## src/rtl/adder_arbiter_if.sv

```systemverilog
// Request/response bundle for adder_arbiter: per-requester operand handshake plus one response slot.
interface adder_arbiter_if #(
    parameter int unsigned WIDTH = 2,
    parameter int unsigned NREQ  = 4
);
    localparam int unsigned IDW = $clog2(NREQ);

    logic [NREQ-1:0]       io_req_valid;
    logic [NREQ-1:0]       io_req_ready;
    logic [NREQ*WIDTH-1:0] io_req_lhs;
    logic [NREQ*WIDTH-1:0] io_req_rhs;
    logic [NREQ-1:0]       io_req_cin;
    logic [NREQ-1:0]       io_req_last;
    logic                  io_rsp_valid;
    logic                  io_rsp_ready;
    logic [IDW-1:0]        io_rsp_id;
    logic [WIDTH-1:0]      io_rsp_out;
    logic                  io_rsp_cout;
    logic                  io_busy;

    modport master (
        output io_req_valid, io_req_lhs, io_req_rhs, io_req_cin, io_req_last, io_rsp_ready,
        input  io_req_ready, io_rsp_valid, io_rsp_id, io_rsp_out, io_rsp_cout, io_busy
    );

    modport slave (
        input  io_req_valid, io_req_lhs, io_req_rhs, io_req_cin, io_req_last, io_rsp_ready,
        output io_req_ready, io_rsp_valid, io_rsp_id, io_rsp_out, io_rsp_cout, io_busy
    );
endinterface

```

## src/rtl/adder_arbiter.sv

```systemverilog
// Round-robin shared add-with-carry unit with a single registered response slot.
// Optional ADDER_ARB_CHAIN_EN: io_req_last locks the arbiter for multi-word carry-chained adds.
module adder_arbiter #(
    parameter int unsigned WIDTH = 2,
    parameter int unsigned NREQ  = 4
) (
    input  logic           clk,
    input  logic           reset,
    adder_arbiter_if.slave io
);
    localparam int unsigned IDW = $clog2(NREQ);

    typedef enum logic {
        EMPTY = 1'b0,
        FULL  = 1'b1
    } slot_e;

    slot_e            state_q, state_d;
    logic [IDW-1:0]   ptr_q, ptr_d;
    logic [NREQ-1:0]  cand;
    logic             found;
    logic [IDW-1:0]   gnt_idx;
    logic             can_accept;
    logic             transfer;
    logic             advance;
    logic [WIDTH-1:0] lhs_sel, rhs_sel;
    logic             cin_raw, cin_sel;
    logic             last_sel;
    logic [WIDTH:0]   sum;

    logic [IDW-1:0]   rsp_id_q;
    logic [WIDTH-1:0] rsp_out_q;
    logic             rsp_cout_q;

`ifdef ADDER_ARB_CHAIN_EN
    logic           lock_q, lock_d;
    logic [IDW-1:0] lock_id_q, lock_id_d;
    logic           carry_q, carry_d;

    // While locked only the owning requester is eligible.
    always_comb begin
        cand = io.io_req_valid;
        if (lock_q) begin
            cand = '0;
            cand[lock_id_q] = io.io_req_valid[lock_id_q];
        end
    end

    assign cin_sel = lock_q ? carry_q : cin_raw;
    assign advance = last_sel;

    always_comb begin
        lock_d    = lock_q;
        lock_id_d = lock_id_q;
        carry_d   = carry_q;
        if (transfer) begin
            lock_d    = !last_sel;
            lock_id_d = gnt_idx;
            carry_d   = sum[WIDTH];
        end
    end

    always_ff @(posedge clk or negedge reset) begin
        if (!reset) begin
            lock_q    <= 1'b0;
            lock_id_q <= '0;
            carry_q   <= 1'b0;
        end else begin
            lock_q    <= lock_d;
            lock_id_q <= lock_id_d;
            carry_q   <= carry_d;
        end
    end
`else
    logic unused_last;

    assign cand        = io.io_req_valid;
    assign cin_sel     = cin_raw;
    assign advance     = 1'b1;
    assign unused_last = ^{io.io_req_last, last_sel};
`endif

    // First eligible requester scanning cyclically from the pointer.
    always_comb begin : pick_blk
        int unsigned idx;
        found   = 1'b0;
        gnt_idx = '0;
        idx     = 0;
        for (int unsigned k = 0; k < NREQ; k++) begin
            idx = (32'(ptr_q) + k) % NREQ;
            if (!found && cand[IDW'(idx)]) begin
                found   = 1'b1;
                gnt_idx = IDW'(idx);
            end
        end
    end

    // Operand mux for the granted requester.
    always_comb begin
        lhs_sel  = '0;
        rhs_sel  = '0;
        cin_raw  = 1'b0;
        last_sel = 1'b0;
        for (int unsigned i = 0; i < NREQ; i++) begin
            if (gnt_idx == IDW'(i)) begin
                lhs_sel  = io.io_req_lhs[i*WIDTH +: WIDTH];
                rhs_sel  = io.io_req_rhs[i*WIDTH +: WIDTH];
                cin_raw  = io.io_req_cin[i];
                last_sel = io.io_req_last[i];
            end
        end
    end

    assign sum = {1'b0, lhs_sel} + {1'b0, rhs_sel} + (WIDTH+1)'(cin_sel);

    // Slot state, grant and pointer update.
    always_comb begin
        state_d         = state_q;
        ptr_d           = ptr_q;
        io.io_req_ready = '0;
        transfer        = 1'b0;
        can_accept      = (state_q == EMPTY) || io.io_rsp_ready;

        if (reset && can_accept && found) begin
            transfer                 = 1'b1;
            io.io_req_ready[gnt_idx] = 1'b1;
        end

        if (state_q == EMPTY) begin
            if (transfer) state_d = FULL;
        end else begin
            if (io.io_rsp_ready && !transfer) state_d = EMPTY;
        end

        if (transfer && advance) begin
            ptr_d = (gnt_idx == IDW'(NREQ - 1)) ? '0 : gnt_idx + IDW'(1);
        end
    end

    always_ff @(posedge clk or negedge reset) begin
        if (!reset) begin
            state_q    <= EMPTY;
            ptr_q      <= '0;
            rsp_id_q   <= '0;
            rsp_out_q  <= '0;
            rsp_cout_q <= 1'b0;
        end else begin
            state_q <= state_d;
            ptr_q   <= ptr_d;
            if (transfer) begin
                rsp_id_q   <= gnt_idx;
                rsp_out_q  <= sum[WIDTH-1:0];
                rsp_cout_q <= sum[WIDTH];
            end
        end
    end

    assign io.io_rsp_valid = (state_q == FULL);
    assign io.io_busy      = (state_q == FULL);
    assign io.io_rsp_id    = rsp_id_q;
    assign io.io_rsp_out   = rsp_out_q;
    assign io.io_rsp_cout  = rsp_cout_q;
endmodule

```

## src/flat_wrapper.sv

```systemverilog
// flat-port wrapper written by rule: the top's interface ports become plain ports
module adder_arbiter_flat 
#(
    parameter int unsigned WIDTH = 2,
    parameter int unsigned NREQ  = 4
)
  (clk, reset, io_io_req_valid, io_io_req_lhs, io_io_req_rhs, io_io_req_cin, io_io_req_last, io_io_rsp_ready, io_io_req_ready, io_io_rsp_valid, io_io_rsp_id, io_io_rsp_out, io_io_rsp_cout, io_io_busy);
  adder_arbiter_if #(.WIDTH(WIDTH), .NREQ(NREQ)) io_i ();
  input  logic clk;
  input  logic reset;
  input wire logic [$bits(io_i.io_req_valid)-1:0] io_io_req_valid;
  input wire logic [$bits(io_i.io_req_lhs)-1:0] io_io_req_lhs;
  input wire logic [$bits(io_i.io_req_rhs)-1:0] io_io_req_rhs;
  input wire logic [$bits(io_i.io_req_cin)-1:0] io_io_req_cin;
  input wire logic [$bits(io_i.io_req_last)-1:0] io_io_req_last;
  input wire logic [$bits(io_i.io_rsp_ready)-1:0] io_io_rsp_ready;
  output wire logic [$bits(io_i.io_req_ready)-1:0] io_io_req_ready;
  output wire logic [$bits(io_i.io_rsp_valid)-1:0] io_io_rsp_valid;
  output wire logic [$bits(io_i.io_rsp_id)-1:0] io_io_rsp_id;
  output wire logic [$bits(io_i.io_rsp_out)-1:0] io_io_rsp_out;
  output wire logic [$bits(io_i.io_rsp_cout)-1:0] io_io_rsp_cout;
  output wire logic [$bits(io_i.io_busy)-1:0] io_io_busy;
  assign io_i.io_req_valid = io_io_req_valid;
  assign io_i.io_req_lhs = io_io_req_lhs;
  assign io_i.io_req_rhs = io_io_req_rhs;
  assign io_i.io_req_cin = io_io_req_cin;
  assign io_i.io_req_last = io_io_req_last;
  assign io_i.io_rsp_ready = io_io_rsp_ready;
  assign io_io_req_ready = io_i.io_req_ready;
  assign io_io_rsp_valid = io_i.io_rsp_valid;
  assign io_io_rsp_id = io_i.io_rsp_id;
  assign io_io_rsp_out = io_i.io_rsp_out;
  assign io_io_rsp_cout = io_i.io_rsp_cout;
  assign io_io_busy = io_i.io_busy;
  adder_arbiter #(.WIDTH(WIDTH), .NREQ(NREQ)) u_core (.clk(clk), .reset(reset), .io(io_i));
endmodule
```

## config.mk

```make
export PLATFORM = sky130hd
export DESIGN_NAME = adder_arbiter_flat
export DESIGN_NICKNAME = d
export VERILOG_FILES = /design/src/rtl/adder_arbiter_if.sv /design/src/rtl/adder_arbiter.sv /design/src/flat_wrapper.sv
export SDC_FILE = /design/constraint.sdc
export NUM_CORES = 1
export LEC_CHECK = 0
export ABC_AREA = 1
export BUFFER_PORTS_ARGS = -buffer_cell sky130_fd_sc_hd__buf_4
export CAP_MARGIN = 20
export CORE_MARGIN = 4
export CORE_UTILIZATION = 50
export DETAILED_ROUTE_END_ITERATION = 16
export GPL_ROUTABILITY_DRIVEN = 0
export GPL_TIMING_DRIVEN = 1
export PLACE_DENSITY_LB_ADDON = 0.08
export SLEW_MARGIN = 10
export SYNTH_ARGS = -nofsm -noshare
export SYNTH_HDL_FRONTEND = slang
export SYNTH_SLANG_ARGS = --single-unit
export TNS_END_PERCENT = 1
```

## constraint.sdc

```tcl
create_clock -name clk -period 8.7 [get_ports clk]
set_clock_uncertainty 0.2 [all_clocks]
set_input_delay 0.435 -clock clk [delete_from_list [all_inputs] [get_ports clk]]
set_output_delay 0.435 -clock clk [all_outputs]
set_load 0.02 [all_outputs]
```

=== Word level (Yosys, flattened, before mapping) ===
Index checks and enable logic that the tools add are counted.

* Bitwise logic cells: 1
* Order comparisons: 6
* Add/subtract/negate cells: 6
* Reductions and logical operators: 13
* Multiplexer cells: 36
* Equal/unequal tests: 3

{| class="wikitable"
|+ Operator list
! cell !! number
|-
| 2-to-1 mux 2 bit || 13
|-
| 2-to-1 mux 1 bit || 17
|-
| < comparator 2 x 3 -> 1 bit (second input constant) || 5
|-
| binary-select mux 1 bit (select 2 bit) || 4
|-
| logical AND 1 bit || 7
|-
| adder 2 x 1 -> 2 bit (second input constant) || 2
|-
| adder 2 bit (second input constant) || 2
|-
| == test 2 bit (second input constant) || 2
|-
| zero test 1 bit || 4
|-
| 2-to-1 mux 4 bit || 1
|-
| adder 2 x 2 -> 3 bit || 1
|-
| adder 3 x 1 -> 3 bit || 1
|-
| demux 1 bit (select 2 bit) || 1
|-
| == test 2 x 1 -> 1 bit (second input constant) || 1
|-
| greater-or-equal comparator 2 x 1 -> 1 bit (second input constant) || 1
|-
| zero test 2 bit || 1
|-
| logical OR 1 bit || 1
|-
| NOT 1 bit || 1
|}

* Logic and storage cells: 70
* Register bits: 8
* Output and inout bits: 11
* Input bits: 31

=== Longest topological paths before layout ===
Gate-level depths: netlist (run 1).

* Word-level depth: 19
* Depth in mapped cells: 20

=== Worst setup path after synthesis (run 1) ===
Ideal clock, no wire load.

* Path type: reg-to-reg
* From: reg u_core.ptr_q[0]
* To: reg u_core.rsp_out_q[1], in the netlist u_core.io.io_rsp_out[1]
* Cell stages (with the launch flop): 21
* Path buffers: 1
* Clock period less this slack: 3.090 ns
* Setup slack: 5.610 ns
* Arrival time: 2.773 ns
* Library setup time: 0.117 ns
* Path through: dfrtp_1 buf_6 inv_6 nand2_1 nand2_2 nand2_1 nand2_1 inv_1 nand3_4 nand3_1 inv_1 ha_1 inv_1 nand3_1 nand2_1 o21ai_0 a21oi_1 fa_1 fa_1 nand2_1 nand2_1

* Word-level cells in the longest chain between the ends: 19
* Elaborated cells on any way between the ends: 45

{| class="wikitable"
|+ RTL lines
! element !! RTL line !! text
|-
| from (decl) || adder_arbiter.sv:19 || <nowiki>logic [IDW-1:0] ptr_q, ptr_d;</nowiki>
|-
| from (signal assigned) || adder_arbiter.sv:149 || <nowiki>ptr_q <= ptr_d;</nowiki>
|-
| branches (longest 11 deep; another with adder 2 x 1 -> 2 bit) || n/a ||
|-
| 2-to-1 mux 2 bit * || adder_arbiter.sv:91 || <nowiki>if (!found && cand[IDW'(idx)]) begin</nowiki>
|-
| via u_core.gnt_idx[0] || adder_arbiter.sv:22 || <nowiki>logic [IDW-1:0] gnt_idx;</nowiki>
|-
| zero test 2 bit || adder_arbiter.sv:105 || <nowiki>if (gnt_idx == IDW'(i)) begin</nowiki>
|-
| 2-to-1 mux 2 bit (4 in series) || adder_arbiter.sv:105 ||
|-
| adder 2 x 2 -> 3 bit || adder_arbiter.sv:114 || <nowiki>assign sum = {1'b0, lhs_sel} + {1'b0, rhs_sel} + (WIDTH+1)'(cin_sel);</nowiki>
|-
| adder 3 x 1 -> 3 bit * || adder_arbiter.sv:114 ||
|-
| via u_core.sum[1] || adder_arbiter.sv:29 || <nowiki>logic [WIDTH:0] sum;</nowiki>
|-
| to (signal assigned) || adder_arbiter.sv:152 || <nowiki>rsp_out_q <= sum[WIDTH-1:0];</nowiki>
|-
| to (decl) || adder_arbiter.sv:32 || <nowiki>logic [WIDTH-1:0] rsp_out_q;</nowiki>
|}

Mark *: on every way through the listed nets, which the timed path passes. The select of a mux whose other input is x is not followed.
A chain may end at the register's enable or synchronous reset.

=== Worst setup path after layout (run 1) ===
Same ends and word-level chain as after synthesis.

==> results of run 1 <==
==> stage by stage <==
stage | util [%] | std cells
after global routing | 70.1 | 197
final | 70.1 | 197
after detailed placement | 68.3 | 193
after floorplan | - | 134
after CTS | 70.1 | 197
after global placement | 68.3 | 193
==> routing by layer <==
metal,vias up,share of wire (%),GRT usage [%]
li1,500,-,-
met4,0,2.2,9.42
met3,6,6.3,3.26
met5,-,0,0
met2,39,47,30.2
met1,402,44,21.1
==> worst register-to-register path: stages, from the launching register on <==
cell	delay (ns)
dfrtp_1	0.56
nand2_1	0.10
nand2_1	0.16
nand2_2	0.10
nand3_1	0.12
nand2_1	0.06
nand2_1	0.08
nand3_1	0.14
inv_1	0.12
ha_1	0.24
inv_1	0.14
nand3_1	0.10
nand2_1	0.05
o21ai_0	0.07
a21oi_1	0.11
fa_1	0.44
fa_1	0.45
nand2_1	0.08
nand2_1	0.05
==> path summary, 6_finish.rpt <==
kind,to,slack (ns),depth (start not counted)
max in group asynchronous,u_core.io.io_rsp_out[1]$_DFFE_PN0P_,7.83,2
min,u_core.io.io_busy$_DFF_PN0_,0.16,2
max,u_core.io.io_rsp_out[1]$_DFFE_PN0P_,5.22,18
min reg2reg,u_core.io.io_rsp_out[1]$_DFFE_PN0P_,0.29,2
min in group asynchronous,u_core.ptr_q[0]$_DFFE_PN0P_,0.34,2
max reg2reg,u_core.io.io_rsp_out[1]$_DFFE_PN0P_,5.22,18
==> cells by family (layout without fill, tap and decap cells) <==
family,count (synthesis),in the layout,share of synthesized area (%)
simple gates,81,81,45.3
buf+inv,21,59,12.3
compound gates,18,18,10.5
flops,8,8,22.0
fa+ha+maj,6,6,9.92
==> state kept, by name, indices dropped and copies added, names as in the netlist <==
register,flops
u_core.io.io_busy,1
u_core.io.io_rsp_cout,1
u_core.ptr_q,2
u_core.io.io_rsp_out,2
u_core.io.io_rsp_id,2
==> area by class of cell <==
cell class,instances,area share (%)
timing repair buffer,38,23.8
clock buffer,3,1.86
inverter,18,5.99
tap,25,2.58
sequential,8,16.5
multi-input combinational,105,49.3
==> cells in the final DEF, fill, tap and decap left out, types with 2 or more instances in the layout <==
master	Yosys	layout
nand2_1	40	40
o21ai_1	2	2
clkbuf_4	0	3
ha_1	4	4
buf_4	1	37
nand2_2	11	11
a21oi_1	10	10
o21ai_0	4	4
nor2_1	9	9
nand3_1	13	13
inv_2	2	2
fa_1	2	2
inv_1	14	14
dfrtp_1	8	8
nand4_1	2	2
nand2_4	3	3
==> timing repair <==
action                     4_1_cts  5_1_grt
hold endpoints to repair         8        0
setup endpoints to repair        0        0
hold buffers                     1        0
==> metrics.csv, run 1 <==
stage,metric,value,unit
run_status,run_status,completed,
final_layout,nNetsFinal,211,
synth,synth_most_common_cell,nand2_1,
grt,antenna_found_initial,0,
sta,tightestPinTransition,0.377,ns
hold_path,hp-start,io_io_rsp_ready,
worst_setup_path,start_kind,register,
clock_tree,ctsHtreeMaxLevel,1,
detailed_routing,antenna_left,0,
sta,finalSetupTns,0,ns
clock_tree,post_cts_buffers,0,
run,maxCapViolCount,0,
worst_setup_path,crit_family,adder cells,
worst_setup_path,critPathMaxStageDelay,0.56,ns
final_layout,fin_area,1210,µm²
sta,fmax,0.287,GHz
synth,synth_top_cell_by_area,dfrtp_1,
floorplan,pin_count,42,
final_layout,regArea,200,µm²
worst_setup_path,path_buf_inv,2,
worst_setup_path,cp_slowest_cell,dfrtp_1,
synth,synth.area.top_cells,"dfrtp_1, nand2_1, nand2_2",
clock_tree,postCtsResizedCells,0,
sta,setup_viol,0,
synth,synth_warnings,0,
final_layout,multi_input_area,597,µm²
floorplan,initial_core_util,52.6,%
placed_design,port_buffers,37,
clock_tree,path_clk_slew,0.05,ns
grt,grt.total_usage,17.8,%
clock_tree,clockRootBuffer,clkbuf_4,
synth,synthCells,134,
synth,ys_seq_area_share,22.0,%
synth,synth_edf_count,0,
sta,fin_crit,3.48,ns
detailed_routing,first_pass_iters,4,
sta,relSlewSlack,74.9,%
worst_setup_path,cpMostUsedCell,nand2_1,
sta,fin_crit_sh,40.0,%
placed_design,dp_hpwl,1870,µm
synth,syn_area_per_cell,6.78,µm²
synth,netlist_top_cells_count,"nand2_1, inv_1, nand3_1, nand2_2, a21oi_1",
synth,synth_top_cell_area_share,22.0,%
worst_setup_path,rr_startpoint,u_core.ptr_q[0]$_DFFE_PN0P_,
grt,grt_overflow,0,
floorplan,rows,15,
detailed_routing,finalWirelength,2100,µm
final_layout,area_growth,33.3,%
sta,whs,0.160,ns
floorplan,die_x,50.6,µm
final_layout,antenna_cells,0,
sta,rsz0062_at_grt,no,
floorplan,dieHeight,50.6,µm
detailed_routing,viasPerCell,4.81,
clock_tree,cts_tree,yes,
clock_tree,clkSinkCount,8,
detailed_routing,wl_per_cell,10.6,µm
worst_setup_path,startpoint,u_core.ptr_q[0]$_DFFE_PN0P_,
clock_tree,clock_latency,0.25,ns
grt,grt_pass1_wl,3550,µm
grt,grt_pass1_vias,897,
synth,syn-num-nets,171,
clock_tree,cts_buffers,3,
worst_setup_path,endpoint_kind,register,
synth,synth_area,908,µm²
final_layout,drive_above_1_share,34.9,%
detailed_routing,vias,947,
synth,synth_ff_type,dfrtp_1,
final_layout,n_fill_cell,157,
worst_setup_path,path_class,reg2reg,
worst_setup_path,path_max_fanout,9,
floorplan,die-area,2560,µm²
sta,setup_slack,5.22,ns
clock_tree,clock_tree.buffer_depth,2,
placed_design,dp_slack,5.22,ns
placed_design,dpl_cell_area,1180,µm²
grt,grt_max_degree,13,
floorplan,core_area,1730,µm²
detailed_routing,drc,0,
worst_setup_path,crit_chain,"nand2_1, nand2_1, nand2_2, nand3_1, nand2_1, nand2_1, nand3_1, inv_1, ha_1, inv_1, nand3_1, nand2_1, o21ai_0, a21oi_1, fa_1, fa_1, nand2_1, nand2_1",
synth,async_flop_share,100,%
worst_setup_path,cp_data_required_time,8.64,ns
sta,finalHoldViolations,0,
hold_path,hp-class,in2reg,
synth,ys_seq_elements,8,
synth,yosysUniqueCellTypes,24,
worst_setup_path,cp.arrival,3.42,ns
detailed_routing,drt_iter0_drc,15,
sta,drv_slew,0,
Power of run 1 is not shown: default switching activity piles up to over one toggle a cycle in this logic, so the estimate is an artifact.
==> inputs of run 2 (changes only) <==
--- a/config.mk
+++ b/config.mk
@@ -9,7 +9,7 @@
 export BUFFER_PORTS_ARGS = -buffer_cell sky130_fd_sc_hd__buf_4
 export CAP_MARGIN = 20
 export CORE_MARGIN = 4
-export CORE_UTILIZATION = 50
+export CORE_UTILIZATION = 42
 export DETAILED_ROUTE_END_ITERATION = 16
 export GPL_ROUTABILITY_DRIVEN = 0
 export GPL_TIMING_DRIVEN = 1
==> constraint.sdc (replaced) <==
create_clock -name clk -period 3.2 [get_ports clk]
set_clock_uncertainty 0.2 [all_clocks]
set_input_delay 0.16 -clock clk [delete_from_list [all_inputs] [get_ports clk]]
set_output_delay 0.16 -clock clk [all_outputs]
set_load 0.02 [all_outputs]
==> run 2 against run 1 <==
Compared with the run above:
- the run now ends with setup timing left
- register-to-register slack worse by 5.2 ns
- sequential share of layout area is 3.1 points lower
- utilization is 5.2 points higher
- wire length is 30% higher
- sequential cell count stayed put
- count of clock-buffer cells in the layout stayed put
- cell count is 13% higher
- critical path type unchanged
- critical endpoint unchanged
- largest cell class unchanged
- highest routed layer unchanged
==> metrics.csv, run 2 (same netlist as run 1, synthesis figures left out) <==
stage,metric,value,unit
sta,fin_crit,3.20,ns
sta,rsz0062_at_grt,yes,
clock_tree,cts_tree,yes,
final_layout,nNetsFinal,234,
final_layout,area_growth,66.1,%
detailed_routing,viasPerCell,4.88,
clock_tree,cts_buffers,3,
grt,grt_pass1_vias,1019,
final_layout,final_common_cell,buf_4,
run,maxCapViolCount,0,
floorplan,die_x,54.5,µm
worst_setup_path,cp_slowest_cell,dfrtp_2,
grt,grt.total_usage,18.7,%
final_layout,final_cell_mix,"buf_4, nand2_1, nand2_2",
sta,setup_slack,-0.00276,ns
floorplan,die-area,2970,µm²
sta,fin_crit_sh,100,%
sta,setup_viol,1,
floorplan,pin_count,42,
floorplan,core_area,2000,µm²
floorplan,rows,16,
worst_setup_path,cpMostUsedCell,nand2_1,
run_status,run_status,finished with violations,
worst_setup_path,path_buf_inv,2,
placed_design,dp_hpwl,2030,µm
placed_design,dpl_cell_area,1320,µm²
detailed_routing,antenna_left,0,
worst_setup_path,endpoint_kind,register,
worst_setup_path,path_max_fanout,8,
detailed_routing,finalWirelength,2740,µm
worst_setup_path,crit_chain,"clkinv_4, nand2_1, nand3_2, nand2_2, nor2_8, nand4_1, nand2_4, inv_2, ha_4, a21oi_2, nand2_1, o21ai_2, a21oi_2, fa_2, fa_1, nand2_1, nand2_1",
final_layout,fin_area,1510,µm²
hold_path,hp-class,in2async,
placed_design,dp_cells,214,
placed_design,dp_slack,-0.227,ns
sta,drv_slew,0,
floorplan,dieHeight,54.5,µm
sta,relSlewSlack,85.5,%
worst_setup_path,path_class,reg2reg,
grt,grt_max_degree,13,
placed_design,port_buffers,37,
clock_tree,clock_latency,0.24,ns
detailed_routing,first_pass_iters,4,
floorplan,initial_core_util,45.4,%
sta,fmax,0.312,GHz
final_layout,fin_cells,222,
grt,antenna_found_initial,0,
worst_setup_path,crit_family,simple AND/OR/NAND/NOR gates,
detailed_routing,drc,0,
clock_tree,clock_tree.buffer_depth,2,
worst_setup_path,critPathMaxStageDelay,0.47,ns
detailed_routing,wl_per_cell,12.3,µm
detailed_routing,drt_iter0_drc,14,
final_layout,drive_above_1_share,55.4,%
sta,tightestPinTransition,0.217,ns
worst_setup_path,cp_data_required_time,3.14,ns
run_status,violations,setup timing,
final_layout,antenna_cells,0,
worst_setup_path,start_kind,register,
grt,grt_overflow,0,
sta,finalHoldViolations,0,
clock_tree,clkSinkCount,8,
detailed_routing,vias,1084,
clock_tree,ctsHtreeMaxLevel,1,
clock_tree,clockRootBuffer,clkbuf_4,
clock_tree,path_clk_slew,0.05,ns
worst_setup_path,cp.arrival,3.14,ns
grt,grt_pass1_wl,4190,µm
-- run 2: timing repair --
action / CTS / global route
setup buffers: 1 / 2
cloned: 0 / 0
pin swaps: 4 / 9
gates resized for setup: 16 / 21
hold buffers: 2 / 0
setup endpoints to repair: 2 / 2
hold endpoints to repair: 9 / 0
-- run 2: worst paths after layout --
path / endpoint / slack, ns / cells after the start / start
max reg2reg: u_core.io.io_rsp_out[1]$_DFFE_PN0P_ / -0.003 / 17 / u_core.ptr_q[0]$_DFFE_PN0P_
min reg2reg: u_core.io.io_rsp_out[1]$_DFFE_PN0P_ / 0.29 / 2 / u_core.io.io_rsp_out[1]$_DFFE_PN0P_
min: u_core.io.io_rsp_out[1]$_DFFE_PN0P_ / 0.08 / 2 / reset
max: u_core.io.io_rsp_out[1]$_DFFE_PN0P_ / -0.003 / 17 / u_core.ptr_q[0]$_DFFE_PN0P_
max in group asynchronous: u_core.ptr_q[1]$_DFFE_PN0P_ / 2.57 / 2 / reset
min in group clk: u_core.io.io_rsp_out[1]$_DFFE_PN0P_ / 0.29 / 2 / u_core.io.io_rsp_out[1]$_DFFE_PN0P_
-- run 2: metrics by stage --
| stage | TNS (ns) | hold slack (ns) | utilization (%) |
|---|---|---|---|
| after floorplan | 0 | -0.336 | - |
| after global placement | -0.188 | -0.218 | 66.1 |
| after detailed placement | -0.379 | -0.214 | 66.1 |
| after CTS | 0 | 0.0552 | 71.4 |
| after global routing | -0.292 | 0.102 | 75.4 |
| final | -0.00276 | 0.0832 | 75.4 |
-- run 2: layout make-up --
class	instances	area [µm²]
Fill cell	176	493
Tap cell	27	33.8
Clock buffer	3	22.5
Timing Repair Buffer	61	463
Sequential cell	8	203
Inverter	18	80.1
Multi-Input combinational cell	105	707
-- run 2: layer usage --
metal / track usage, % / up-vias / wire (µm)
li1: - / 546 / -
met1: 25.2 / 499 / 1090
met2: 32.5 / 33 / 1440
met3: 0.817 / 6 / 152
met4: 4.98 / 0 / 54
met5: 0 / - / 0
Power of run 2 is left out for the same reason.
==> inputs of run 3 (changes only) <==
--- a/config.mk
+++ b/config.mk
@@ -6,11 +6,11 @@
 export NUM_CORES = 1
 export LEC_CHECK = 0
 export ABC_AREA = 1
-export BUFFER_PORTS_ARGS = -buffer_cell sky130_fd_sc_hd__buf_4
 export CAP_MARGIN = 20
 export CORE_MARGIN = 4
-export CORE_UTILIZATION = 42
+export CORE_UTILIZATION = 50
 export DETAILED_ROUTE_END_ITERATION = 16
+export DONT_BUFFER_PORTS = 1
 export GPL_ROUTABILITY_DRIVEN = 0
 export GPL_TIMING_DRIVEN = 1
 export PLACE_DENSITY_LB_ADDON = 0.08
==> run 3 against run 2 <==
Compared with the run above:
- the run now ends clean
- die area decreased by 14%
- cell count decreased by 17%
- global-route usage decreased by 0.73 points
- count of clock-buffer cells in the layout unchanged
- worst setup slack improved by 0.039 ns
- first-iteration DRC count decreased by 29%
- sequential cell count unchanged
- non-clock buffer count decreased by 36
==> metrics.csv, run 3 (same netlist as run 1, synthesis figures left out) <==
stage,metric,value,unit
hold_path,hold_depth,3,
worst_setup_path,cp.arrival,3.10,ns
sta,tightestPinTransition,0.397,ns
sta,fmax,0.316,GHz
worst_setup_path,path_class,reg2reg,
hold_path,hp-class,in2reg,
worst_setup_path,cp_data_required_time,3.13,ns
detailed_routing,drc,0,
hold_path,holdPathEnd,u_core.io.io_rsp_id[0]$_DFFE_PN0P_,
final_layout,area_growth,41.2,%
sta,fin_crit_sh,98.9,%
sta,drv_slew,0,
grt,antenna_found_initial,0,
detailed_routing,drt_iter0_drc,10,
grt,grt.total_usage,18.0,%
final_layout,fin_area,1280,µm²
sta,rsz0062_at_grt,yes,
sta,finalHoldViolations,0,
floorplan,pin_count,42,
worst_setup_path,crit_chain,"clkinv_4, nand2_2, nand2_2, nand2_2, nand2_4, nor2_8, nand4_1, nand2_4, inv_4, ha_4, a21oi_2, nand2_1, o21ai_2, a21oi_2, fa_2, fa_1, nand2_1, nand2_1",
clock_tree,cts_buffers,3,
sta,fin_crit,3.16,ns
worst_setup_path,critPathMaxStageDelay,0.45,ns
floorplan,initial_core_util,52.6,%
final_layout,antenna_cells,0,
worst_setup_path,crit_family,simple AND/OR/NAND/NOR gates,
placed_design,dpl_cell_area,1050,µm²
final_layout,final_common_cell,nand2_1,
floorplan,rows,15,
run_status,run_status,completed,
floorplan,die_x,50.6,µm
final_layout,drive_above_1_share,50.9,%
worst_setup_path,r2r_slack,0.04,ns
detailed_routing,vias,925,
grt,grt_overflow,0,
clock_tree,clkSinkCount,8,
clock_tree,path_clk_slew,0.05,ns
clock_tree,ctsHtreeMaxLevel,1,
run,maxCapViolCount,0,
detailed_routing,viasPerCell,5.03,
detailed_routing,antenna_left,0,
detailed_routing,wl_per_cell,12.9,µm
placed_design,dp_hpwl,1730,µm
placed_design,port_buffers,0,
grt,grt_pass1_vias,884,
grt,grt_max_degree,13,
detailed_routing,finalWirelength,2380,µm
clock_tree,clock_latency,0.24,ns
floorplan,dieHeight,50.6,µm
worst_setup_path,rr_startpoint,u_core.ptr_q[0]$_DFFE_PN0P_,
worst_setup_path,start_kind,register,
clock_tree,clockRootBuffer,clkbuf_4,
floorplan,die-area,2560,µm²
worst_setup_path,endpoint_kind,register,
sta,relSlewSlack,73.5,%
worst_setup_path,path_buf_inv,2,
final_layout,n_fill_cell,156,
floorplan,core_area,1730,µm²
sta,setup_viol,0,
worst_setup_path,path_max_fanout,8,
clock_tree,clock_tree.buffer_depth,2,
worst_setup_path,r2r_cells,18,
final_layout,final_cell_mix,"nand2_1, buf_4, nand2_2",
worst_setup_path,r2r_end,u_core.io.io_rsp_out[1]$_DFFE_PN0P_,
clock_tree,cts_tree,yes,
hold_path,hp-start,reset,
detailed_routing,first_pass_iters,4,
grt,grt_pass1_wl,3630,µm
worst_setup_path,cp_slowest_cell,dfrtp_2,
final_layout,nNetsFinal,198,
==> run 3: changes by cell type in the layout (fill, tap and decap cells not counted), moves of 2 or more <==
cell,delta
nand2_4,+2
nand3_4,+2
nand2_1,-5
buf_4,-36
nand2_2,+3
==> run 3: layer usage <==
layer	track usage (%)	up-vias	share of wire, %
met2	29.1	26	52
met3	3.56	2	6.9
met1	23.3	422	41
li1	-	475	-
met5	0	-	0
met4	7.17	0	0.29
==> run 3: worst max-delay path by stage <==
| stage | slack [ns] | start | end | cells past startpoint |
|---|---|---|---|---|
| 2_1_floorplan | 0.11 | u_core.ptr_q[0]$_DFFE_PN0P_ | u_core.io.io_rsp_out[1]$_DFFE_PN0P_ | 20 |
| 3_3_place_gp | -0.12 | u_core.ptr_q[0]$_DFFE_PN0P_ | u_core.io.io_rsp_out[1]$_DFFE_PN0P_ | 19 |
| 3_5_place_dp | -0.22 | u_core.ptr_q[0]$_DFFE_PN0P_ | u_core.io.io_rsp_out[1]$_DFFE_PN0P_ | 16 |
| 4_1_cts | 0.0002 | u_core.ptr_q[0]$_DFFE_PN0P_ | u_core.io.io_rsp_out[1]$_DFFE_PN0P_ | 19 |
| 5_1_grt | -0.13 | u_core.ptr_q[0]$_DFFE_PN0P_ | u_core.io.io_rsp_out[1]$_DFFE_PN0P_ | 18 |
| 6_report | 0.04 | u_core.ptr_q[0]$_DFFE_PN0P_ | u_core.io.io_rsp_out[1]$_DFFE_PN0P_ | 18 |
==> run 3: through the flow <==
step / TNS [ns] / instances / worst slack, ns / utilization, % / hold slack (ns)
finish: 0 / 184 / 0.0362 / 74.3 / 0.0203
detailed placement: -0.352 / 176 / -0.216 / 60.9 / -0.335
CTS: 0 / 181 / 0.000169 / 66.9 / 0.0166
global route: -0.165 / 184 / -0.128 / 74.3 / 0.0653
floorplan: 0 / 134 / 0.110 / - / -0.336
global placement: -0.158 / 176 / -0.121 / 60.9 / -0.335
==> run 3: timing repair <==
item	4_1_cts	5_1_grt
gates cloned	0	0
endpoints found under the hold margin	9	0
hold buffers	2	0
gates resized for setup	17	32
endpoints found under the setup margin	2	2
setup buffers	0	3
pin swaps	3	11
==> run 3: area by class of cell <==
class | instances | area, µm² | area share, %
multi-input cells | 105 | 757 | 59.0
flip-flops and latches | 8 | 203 | 15.8
repair buffers | 25 | 193 | 15.0
inverters | 18 | 76.3 | 5.95
well taps | 25 | 31.3 | 2.44
clock buffers | 3 | 22.5 | 1.76
==> run 3: worst reg2reg max path, cell delays in order (launching register included) <==
cell and delay, ns:
dfrtp_2 0.45, clkinv_4 0.11, nand2_2 0.07, nand2_2 0.07, nand2_2 0.12, nand2_4 0.08
nor2_8 0.13, nand4_1 0.20, nand2_4 0.15, inv_4 0.05, ha_4 0.17, a21oi_2 0.10
nand2_1 0.07, o21ai_2 0.07, a21oi_2 0.08, fa_2 0.38, fa_1 0.44, nand2_1 0.08
nand2_1 0.05
Power of run 3 is left out for the same reason.
